[src/rtl/led_pkg.sv]
// Shared definitions for the LED selector: sizes, default timing and the
// mode state type. Used by key_debounce and led_select_ctrl.
`timescale 1ns/1ps
package led_pkg;

    localparam int LED_COUNT           = 8;
    localparam int SEL_W               = 4;
    localparam int DEF_DEBOUNCE_CYCLES = 12;
    localparam int DEF_SCAN_PERIOD     = 600;

    typedef enum logic [0:0] {
        MANUAL = 1'b0,
        AUTO   = 1'b1
    } led_state_e;

    // Next LED index, modulo 8; the top bit of the index stays 0.
    function automatic logic [SEL_W-1:0] sel_inc(input logic [SEL_W-1:0] v);
        return {1'b0, v[2:0] + 3'd1};
    endfunction

    // Previous LED index, modulo 8; the top bit of the index stays 0.
    function automatic logic [SEL_W-1:0] sel_dec(input logic [SEL_W-1:0] v);
        return {1'b0, v[2:0] - 3'd1};
    endfunction

endpackage

[src/rtl/key_debounce.sv]
// Push-button front end: two-flop synchronizer, stable-level debounce
// counter and a one-cycle press pulse on each debounced 1->0 edge.
`timescale 1ns/1ps
module key_debounce
    import led_pkg::*;
#(
    parameter int DEBOUNCE_CYCLES = DEF_DEBOUNCE_CYCLES
) (
    input  logic clk,
    input  logic rst_n,
    input  logic key_n,
    output logic press
);

    localparam int                CNT_W    = $clog2(DEBOUNCE_CYCLES + 1);
    localparam logic [CNT_W-1:0]  CNT_LAST = CNT_W'(DEBOUNCE_CYCLES - 1);

    logic             sync1_q;
    logic             sync2_q;
    logic             deb_q;
    logic             deb_d;
    logic             press_q;
    logic             press_d;
    logic [CNT_W-1:0] cnt_q;
    logic [CNT_W-1:0] cnt_d;

    // Bring the raw key into the clock domain; idle level is released (1).
    always_ff @(posedge clk or negedge rst_n) begin
        if (!rst_n) begin
            sync1_q <= 1'b1;
            sync2_q <= 1'b1;
        end else begin
            sync1_q <= key_n;
            sync2_q <= sync1_q;
        end
    end

    // Accept a new level only after it has differed for DEBOUNCE_CYCLES samples.
    always_comb begin
        deb_d   = deb_q;
        cnt_d   = {CNT_W{1'b0}};
        press_d = 1'b0;
        if (sync2_q != deb_q) begin
            if (cnt_q == CNT_LAST) begin
                deb_d   = sync2_q;
                cnt_d   = {CNT_W{1'b0}};
                press_d = ~sync2_q;
            end else begin
                cnt_d   = cnt_q + CNT_W'(1);
            end
        end else begin
            cnt_d = {CNT_W{1'b0}};
        end
    end

    // Debounced level, counter and registered press pulse.
    always_ff @(posedge clk or negedge rst_n) begin
        if (!rst_n) begin
            deb_q   <= 1'b1;
            cnt_q   <= {CNT_W{1'b0}};
            press_q <= 1'b0;
        end else begin
            deb_q   <= deb_d;
            cnt_q   <= cnt_d;
            press_q <= press_d;
        end
    end

    assign press = press_q;

endmodule

[src/rtl/led_select_ctrl.sv]
// LED selector: next/prev buttons step the selected LED index (0..7) in
// manual mode; optional auto-scan mode steps it every SCAN_PERIOD cycles.
// Build option: define LED_SEL_AUTO_SCAN_EN to include the AUTO mode and
// scan counter; without it the block is always manual and auto_en is ignored.
`timescale 1ns/1ps
module led_select_ctrl
    import led_pkg::*;
#(
    parameter int DEBOUNCE_CYCLES = DEF_DEBOUNCE_CYCLES,
    parameter int SCAN_PERIOD     = DEF_SCAN_PERIOD
) (
    input  logic             clk,
    input  logic             rst_n,
    input  logic             key_next_n,
    input  logic             key_prev_n,
    input  logic             auto_en,
    output logic [SEL_W-1:0] led_select,
    output logic             sel_changed
);

    logic             press_next_s;
    logic             press_prev_s;
    logic             scan_tick_s;
    led_state_e       state_s;
    logic [SEL_W-1:0] led_q;
    logic [SEL_W-1:0] led_d;
    logic             chg_q;
    logic             chg_d;

    key_debounce #(.DEBOUNCE_CYCLES(DEBOUNCE_CYCLES)) u_key_next (
        .clk   (clk),
        .rst_n (rst_n),
        .key_n (key_next_n),
        .press (press_next_s)
    );

    key_debounce #(.DEBOUNCE_CYCLES(DEBOUNCE_CYCLES)) u_key_prev (
        .clk   (clk),
        .rst_n (rst_n),
        .key_n (key_prev_n),
        .press (press_prev_s)
    );

`ifdef LED_SEL_AUTO_SCAN_EN
    localparam int               SCAN_W    = $clog2(SCAN_PERIOD + 1);
    localparam logic [SCAN_W-1:0] SCAN_LAST = SCAN_W'(SCAN_PERIOD - 1);

    logic              auto_en_q;
    led_state_e        state_q;
    led_state_e        state_d;
    logic [SCAN_W-1:0] scan_q;
    logic [SCAN_W-1:0] scan_d;

    // Mode state register; auto_en is registered before it steers the FSM.
    always_ff @(posedge clk or negedge rst_n) begin
        if (!rst_n) begin
            auto_en_q <= 1'b0;
            state_q   <= MANUAL;
        end else begin
            auto_en_q <= auto_en;
            state_q   <= state_d;
        end
    end

    // Mode next-state: follow the registered auto_en.
    always_comb begin
        state_d = state_q;
        case (state_q)
            MANUAL: begin
                if (auto_en_q) state_d = AUTO;
                else           state_d = MANUAL;
            end
            AUTO: begin
                if (!auto_en_q) state_d = MANUAL;
                else            state_d = AUTO;
            end
            default: state_d = MANUAL;
        endcase
    end

    // Scan counter runs only in AUTO, so it restarts from 0 on every entry.
    always_comb begin
        scan_d      = {SCAN_W{1'b0}};
        scan_tick_s = 1'b0;
        if (state_q == AUTO) begin
            if (scan_q == SCAN_LAST) begin
                scan_d      = {SCAN_W{1'b0}};
                scan_tick_s = 1'b1;
            end else begin
                scan_d      = scan_q + SCAN_W'(1);
                scan_tick_s = 1'b0;
            end
        end else begin
            scan_d      = {SCAN_W{1'b0}};
            scan_tick_s = 1'b0;
        end
    end

    // Scan counter register.
    always_ff @(posedge clk or negedge rst_n) begin
        if (!rst_n) begin
            scan_q <= {SCAN_W{1'b0}};
        end else begin
            scan_q <= scan_d;
        end
    end

    assign state_s = state_q;
`else
    logic auto_en_unused_s;
    localparam int SCAN_PERIOD_UNUSED = SCAN_PERIOD;

    assign auto_en_unused_s = auto_en;
    assign scan_tick_s      = 1'b0;
    assign state_s          = MANUAL;
`endif

    // Output decode: choose the next LED index and flag a real change.
    always_comb begin
        led_d = led_q;
        chg_d = 1'b0;
        case (state_s)
            MANUAL: begin
                if (press_next_s && !press_prev_s) begin
                    led_d = sel_inc(led_q);
                    chg_d = 1'b1;
                end else if (press_prev_s && !press_next_s) begin
                    led_d = sel_dec(led_q);
                    chg_d = 1'b1;
                end else begin
                    led_d = led_q;
                    chg_d = 1'b0;
                end
            end
            AUTO: begin
                if (scan_tick_s) begin
                    led_d = sel_inc(led_q);
                    chg_d = 1'b1;
                end else begin
                    led_d = led_q;
                    chg_d = 1'b0;
                end
            end
            default: begin
                led_d = led_q;
                chg_d = 1'b0;
            end
        endcase
    end

    // Registered LED index and change pulse, so both move on the same edge.
    always_ff @(posedge clk or negedge rst_n) begin
        if (!rst_n) begin
            led_q <= {SEL_W{1'b0}};
            chg_q <= 1'b0;
        end else begin
            led_q <= led_d;
            chg_q <= chg_d;
        end
    end

    assign led_select  = led_q;
    assign sel_changed = chg_q;

endmodule

[config.mk]
export PLATFORM = sky130hd
export DESIGN_NAME = led_select_ctrl
export DESIGN_NICKNAME = d
export VERILOG_FILES = /design/src/rtl/led_pkg.sv /design/src/rtl/key_debounce.sv /design/src/rtl/led_select_ctrl.sv
export SDC_FILE = /design/constraint.sdc
export NUM_CORES = 1
export LEC_CHECK = 0
export ABC_AREA = 0
export BUFFER_PORTS_ARGS = -buffer_cell sky130_fd_sc_hd__buf_2
export CORE_UTILIZATION = 50
export CTS_BUF_LIST = sky130_fd_sc_hd__clkbuf_8
export CTS_CLUSTER_SIZE = 25
export DETAILED_ROUTE_END_ITERATION = 10
export HOLD_SLACK_MARGIN = 0.06
export PLACE_DENSITY = 0.66
export SYNTH_ARGS = -nofsm -noshare
export SYNTH_HDL_FRONTEND = slang
export SYNTH_HIERARCHICAL = 1
export SYNTH_SLANG_ARGS = --single-unit
[constraint.sdc]
create_clock -name clk -period 1.95 [get_ports clk]
set_input_delay 0.195 -clock clk [delete_from_list [all_inputs] [get_ports clk]]
set_output_delay 0.195 -clock clk [all_outputs]
set_load 0.005 [all_outputs]
-- Word-level counts from Yosys, hierarchy flattened
Cells that the tools add are included.
- logic and storage cells: 41
- bits of input ports: 5
- register bits: 21
- output and inout port bits: 5
- bitwise gates (word level): 2
- multiplexer cells: 12
- eq/ne operators: 4
- add/subtract/negate cells: 4
- reductions and logical operators: 7
- operator list (operator ; number):
    2-to-1 mux 4 bit ; 6
    adder 4 x 1 -> 4 bit (second input constant) ; 2
    == test 4 bit (second input constant) ; 2
    2-to-1 mux 1 bit ; 6
    AND reduction 2 bit ; 2
    adder 3 x 1 -> 3 bit (second input constant) ; 1
    subtractor 3 x 1 -> 3 bit (second input constant) ; 1
    logical AND 1 bit ; 2
    logical NOT 1 bit ; 2
    != test 1 bit ; 2
    NOT 1 bit ; 2
    nonzero test 2 bit ; 1

-- Longest topological paths before layout
- word-level depth: 4
- gate-level depth with buffers: 7
- depth with buffers taken out: 7

-- Modules after synthesis
The synthesis kept the hierarchy.
- modules (own cells, without submodules) (module ; area each (µm²) ; seq. area each (µm²) ; cells each ; times used):
    key_debounce ; 317.8 ; 203.9 ; 23 ; 2
    led_select_ctrl ; 196.4 ; 100.1 ; 16 ; 1

-- Worst setup path after synthesis
No wires, ideal clock.
- path type: register to register
- from: register u_key_prev.press_q (netlist: u_key_prev/press)
- to: register led_q[2] (netlist: led_select[2])
- data required time: 1827 ps
- period minus slack after synthesis: 1414 ps
- arrival: 1292 ps
- setup slack: 536 ps
- cell stages (with the launch flop): 8
- buffers on the path: 0
- library setup time: 123 ps
- path through: dfrtp_1 inv_1 ha_1 inv_1 fa_1 xnor2_1 nand2_1 xnor2_1
- longest elaborated chain between the ends: 3
- elaborated cells on any way between the ends: 5
- those cells by class: mux (1); reduce/logical (4)
- RTL lines (what ; line ; RTL):
    start: declaration ; key_debounce.sv:22 ; logic press_q;
    start signal: assignment ; key_debounce.sv:65 ; press_q <= press_d;
    logical NOT 1 bit ; led_select_ctrl.sv:124 ; if (press_next_s && !press_prev_s) begin
    logical AND 1 bit ; led_select_ctrl.sv:124 ;
    2-to-1 mux 4 bit / nonzero test 2 bit (equally long branches) ; n/a ;
    end signal: assignment ; led_select_ctrl.sv:154 ; led_q <= {SEL_W{1'b0}};
    end signal: assignment ; led_select_ctrl.sv:157 ; led_q <= led_d;
    end: declaration ; led_select_ctrl.sv:25 ; logic [SEL_W-1:0] led_q;
Several ways; a longest one is shown, not always the timed one.
A chain may end at the register's enable or synchronous reset.

-- Worst setup path after layout
Ends and elaborated chain as after synthesis.

==> flow_summary.yaml <==
place:
  dp_hpwl_um: 682
  placed_area_um2: 880
  place_congestion: 0.731
  port_buffers: 7
clock_tree:
  cts_max_path_buffers: 2
  numCtsBuffers: 3
  clk_pin_slew_ns: 0.07
  cts-root-buf: "clkbuf_8"
  cts_tree: "built"
  clk_latency_ns: 0.25
  clock-sinks: 20
  ctsHtreeMaxLevel: 1
global_route:
  gr-total-overflow: 0
  grt_util_all_layers: 0.133
  grt_pass1_wl_um: 1790
  antenna_found_initial: 0
  grt_pass1_vias: 448
  grt_max_degree: 21
cells_and_area:
  drive_above_1_share: 0.320
  final_area_um2: 965
  area_growth_pct: 15.9
  n_antenna_cell: 0
  fillers: 119
  finalCoreUtilization: 0.633
  nets: 85
pwr:
  vdd_drop_max_v: 0.000410
  finalPower_uw: 788
  p_leak_uw: 0.000442
  power_density_nw_per_um2: 817
worst_setup_path:
  cp.arrival_ns: 1.62
  cpLargestDelayFamily: "adder cells"
  critical_path.cell_chain: "inv_1, ha_1, inv_1, fa_1, xnor2_1, nand2_1, xnor2_1"
  crit_required_ns: 2.09
  max_stage_delay_ns: 0.37
  path_buf_inv: 2
  cp_max_fo: 2
  path_class: "register to register"
  cp-start-kind: "register"
  worst_path_max_delay_cell: "fa_1"
  crit_path_end_kind: "register"
synthesis:
  synthAdderAreaFrac: 0.0692
  synth_top_family_by_area: "simple AND/OR/NAND/NOR gates"
  muxShareOfSynthArea: 0.0737
  yosys.area.top_type: "dfrtp_1"
  synthSimpleGateAreaFrac: 0.137
  yosysWarnings: 6
  synth.ff_latch_count: 20
  synthTopCellsByArea: "dfrtp_1 42%, dfstp_2 19%, xnor2_1 5.3%"
  ys_types: 22
  syn_inst: 62
  syn-num-nets: 71
  synthXorXnorAreaFrac: 0.0526
  syn_area_um2: 832
  synth_compound_area_frac: 0.0301
  avgSynthCellArea_um2: 13.4
  synth_top_area_share: 0.421
  ys_seq_area_frac: 0.611
hold_path:
  hold_class: "register to register"
sta:
  period_share: 0.759
  max_freq_mhz: 676
  rsz0062_at_grt: "no"
  tns_ns: 0
  setup_viol: 0
  period_minus_slack_ns: 1.48
  fin_skew_ns: 0.00120
  finalHoldViolations: 0
  drv_slew: 0
floorplanning:
  start_util: 0.546
  ios: 10
  chipHeight_um: 42.8
  die_x_um: 42.8
  die_area_um2: 1830
  core_area_um2: 1520
  row_count: 14
routing:
  vias: 449
  first_pass_iters: 4
  drc: 0
  wl_um: 1040
  drtAntennaViolNets: 0
  post_drt_wl_per_cell_um: 11.4
  routed_via_density: 4.93
  drt_iter0_markers: 6
run_status:
  outcome: "finished, final reports clean"
run:
  drv_cap: 0
cells by family (layout without fill, tap and decap cells):
logic type / after synthesis / after routing
other: 1 / 1
AND/OR/NAND/NOR: 19 / 19
flip-flops: 20 / 20
buffers and inverters: 4 / 17
multiplexers: 5 / 5
adder cells (fa/ha/maj): 4 / 4
XOR/XNOR: 5 / 5
AO/OA/AOI/OAI: 4 / 4
final cells by class:
type,count,area (um^2),share of cell area
clock buffer,4,55.1,0.0571
inverter,3,11.3,0.0117
multi-input combinational,38,305,0.316
sequential,20,508,0.527
tap,16,20.0,0.0208
timing repair buffer,10,65.1,0.0674
routing by layer:
metal | routed length (um) | GRT usage
met5 | 0 | 0
met4 | 6 | 0.0375
met3 | 28 | 0.0383
met2 | 499 | 0.227
met1 | 500 | 0.161
Yosys cell counts:
master	count
a211oi_1	2
a21oi_1	2
buf_4	1
conb_1	1
dfrtp_1	14
dfstp_2	6
fa_1	1
ha_1	3
inv_1	3
mux2_2	1
mux2_4	2
mux2i_1	2
nand2_1	1
nand2_2	2
nand3_1	2
nand3b_1	2
nor2_1	4
nor2b_1	2
nor2b_2	2
nor3b_1	2
or2_1	2
xnor2_1	5
final timing paths:
kind | start | endpoint | slack [ns] | depth (start not counted)
max in group asynchronous | rst_n | u_key_prev/sync1_q | 1.20 | 2
min reg2reg | u_key_next/sync1_q | u_key_next/sync2_q | 0.36 | 0
min | u_key_next/sync1_q | u_key_next/sync2_q | 0.36 | 0
max reg2reg | u_key_prev/press | led_select[2] | 0.47 | 7
min in group asynchronous | rst_n | led_select[0] | 0.42 | 2
max | u_key_prev/press | led_select[2] | 0.47 | 7
cell usage in the layout, fill, tap and decap left out, drive strengths merged, types with 3 or more instances in the layout:
cell,Yosys,routed
nand2,3,3
mux2,3,3
xnor2,5,5
dfstp,6,6
clkbuf,0,4
nor2,4,4
buf,1,7
dfrtp,14,14
ha,3,3
nor2b,4,4
dlygate4sd3,0,3
inv,3,3
registers in the layout, summed over array words and instances (netlist names):
name	count
u_key_next/sync1_q	1
u_key_next/cnt_q	4
u_key_next/press	1
u_key_prev/deb_q	1
u_key_prev/sync2_q	1
u_key_next/sync2_q	1
u_key_prev/sync1_q	1
u_key_prev/press	1
led_select	3
sel_changed	1
u_key_next/deb_q	1
u_key_prev/cnt_q	4
report_power, final:
group	switching [uW]	internal [uW]	total [uW]
clock	124	179	303
combinational	20.6	20.5	41.1
sequential	10.8	433	444
total	155	633	788
stage by stage:
step | worst slack (ns) | std cells | hold WS (ns)
4_1_cts | 0.441 | 91 | 0.359
2_1_floorplan | 0.536 | 62 | -0.101
3_3_place_gp | 0.475 | 84 | 0.155
5_1_grt | 0.323 | 91 | 0.358
6_report | 0.470 | 91 | 0.358
3_5_place_dp | 0.443 | 84 | 0.163
worst reg2reg max path, cell delays in order (launching register included):
cell,delay (ns)
dfrtp_1,0.36
inv_1,0.05
ha_1,0.16
inv_1,0.06
fa_1,0.37
xnor2_1,0.17
nand2_1,0.08
xnor2_1,0.12
timing repair:
action | 4_1_cts | 5_1_grt
hold buffers | 3 | 0
resized for setup | 0 | 0
setup buffers | 0 | 0
endpoints found under the hold margin | 16 | 0
endpoints found under the setup margin | 0 | 0
Note: power is estimated with default switching activity, not from simulation.
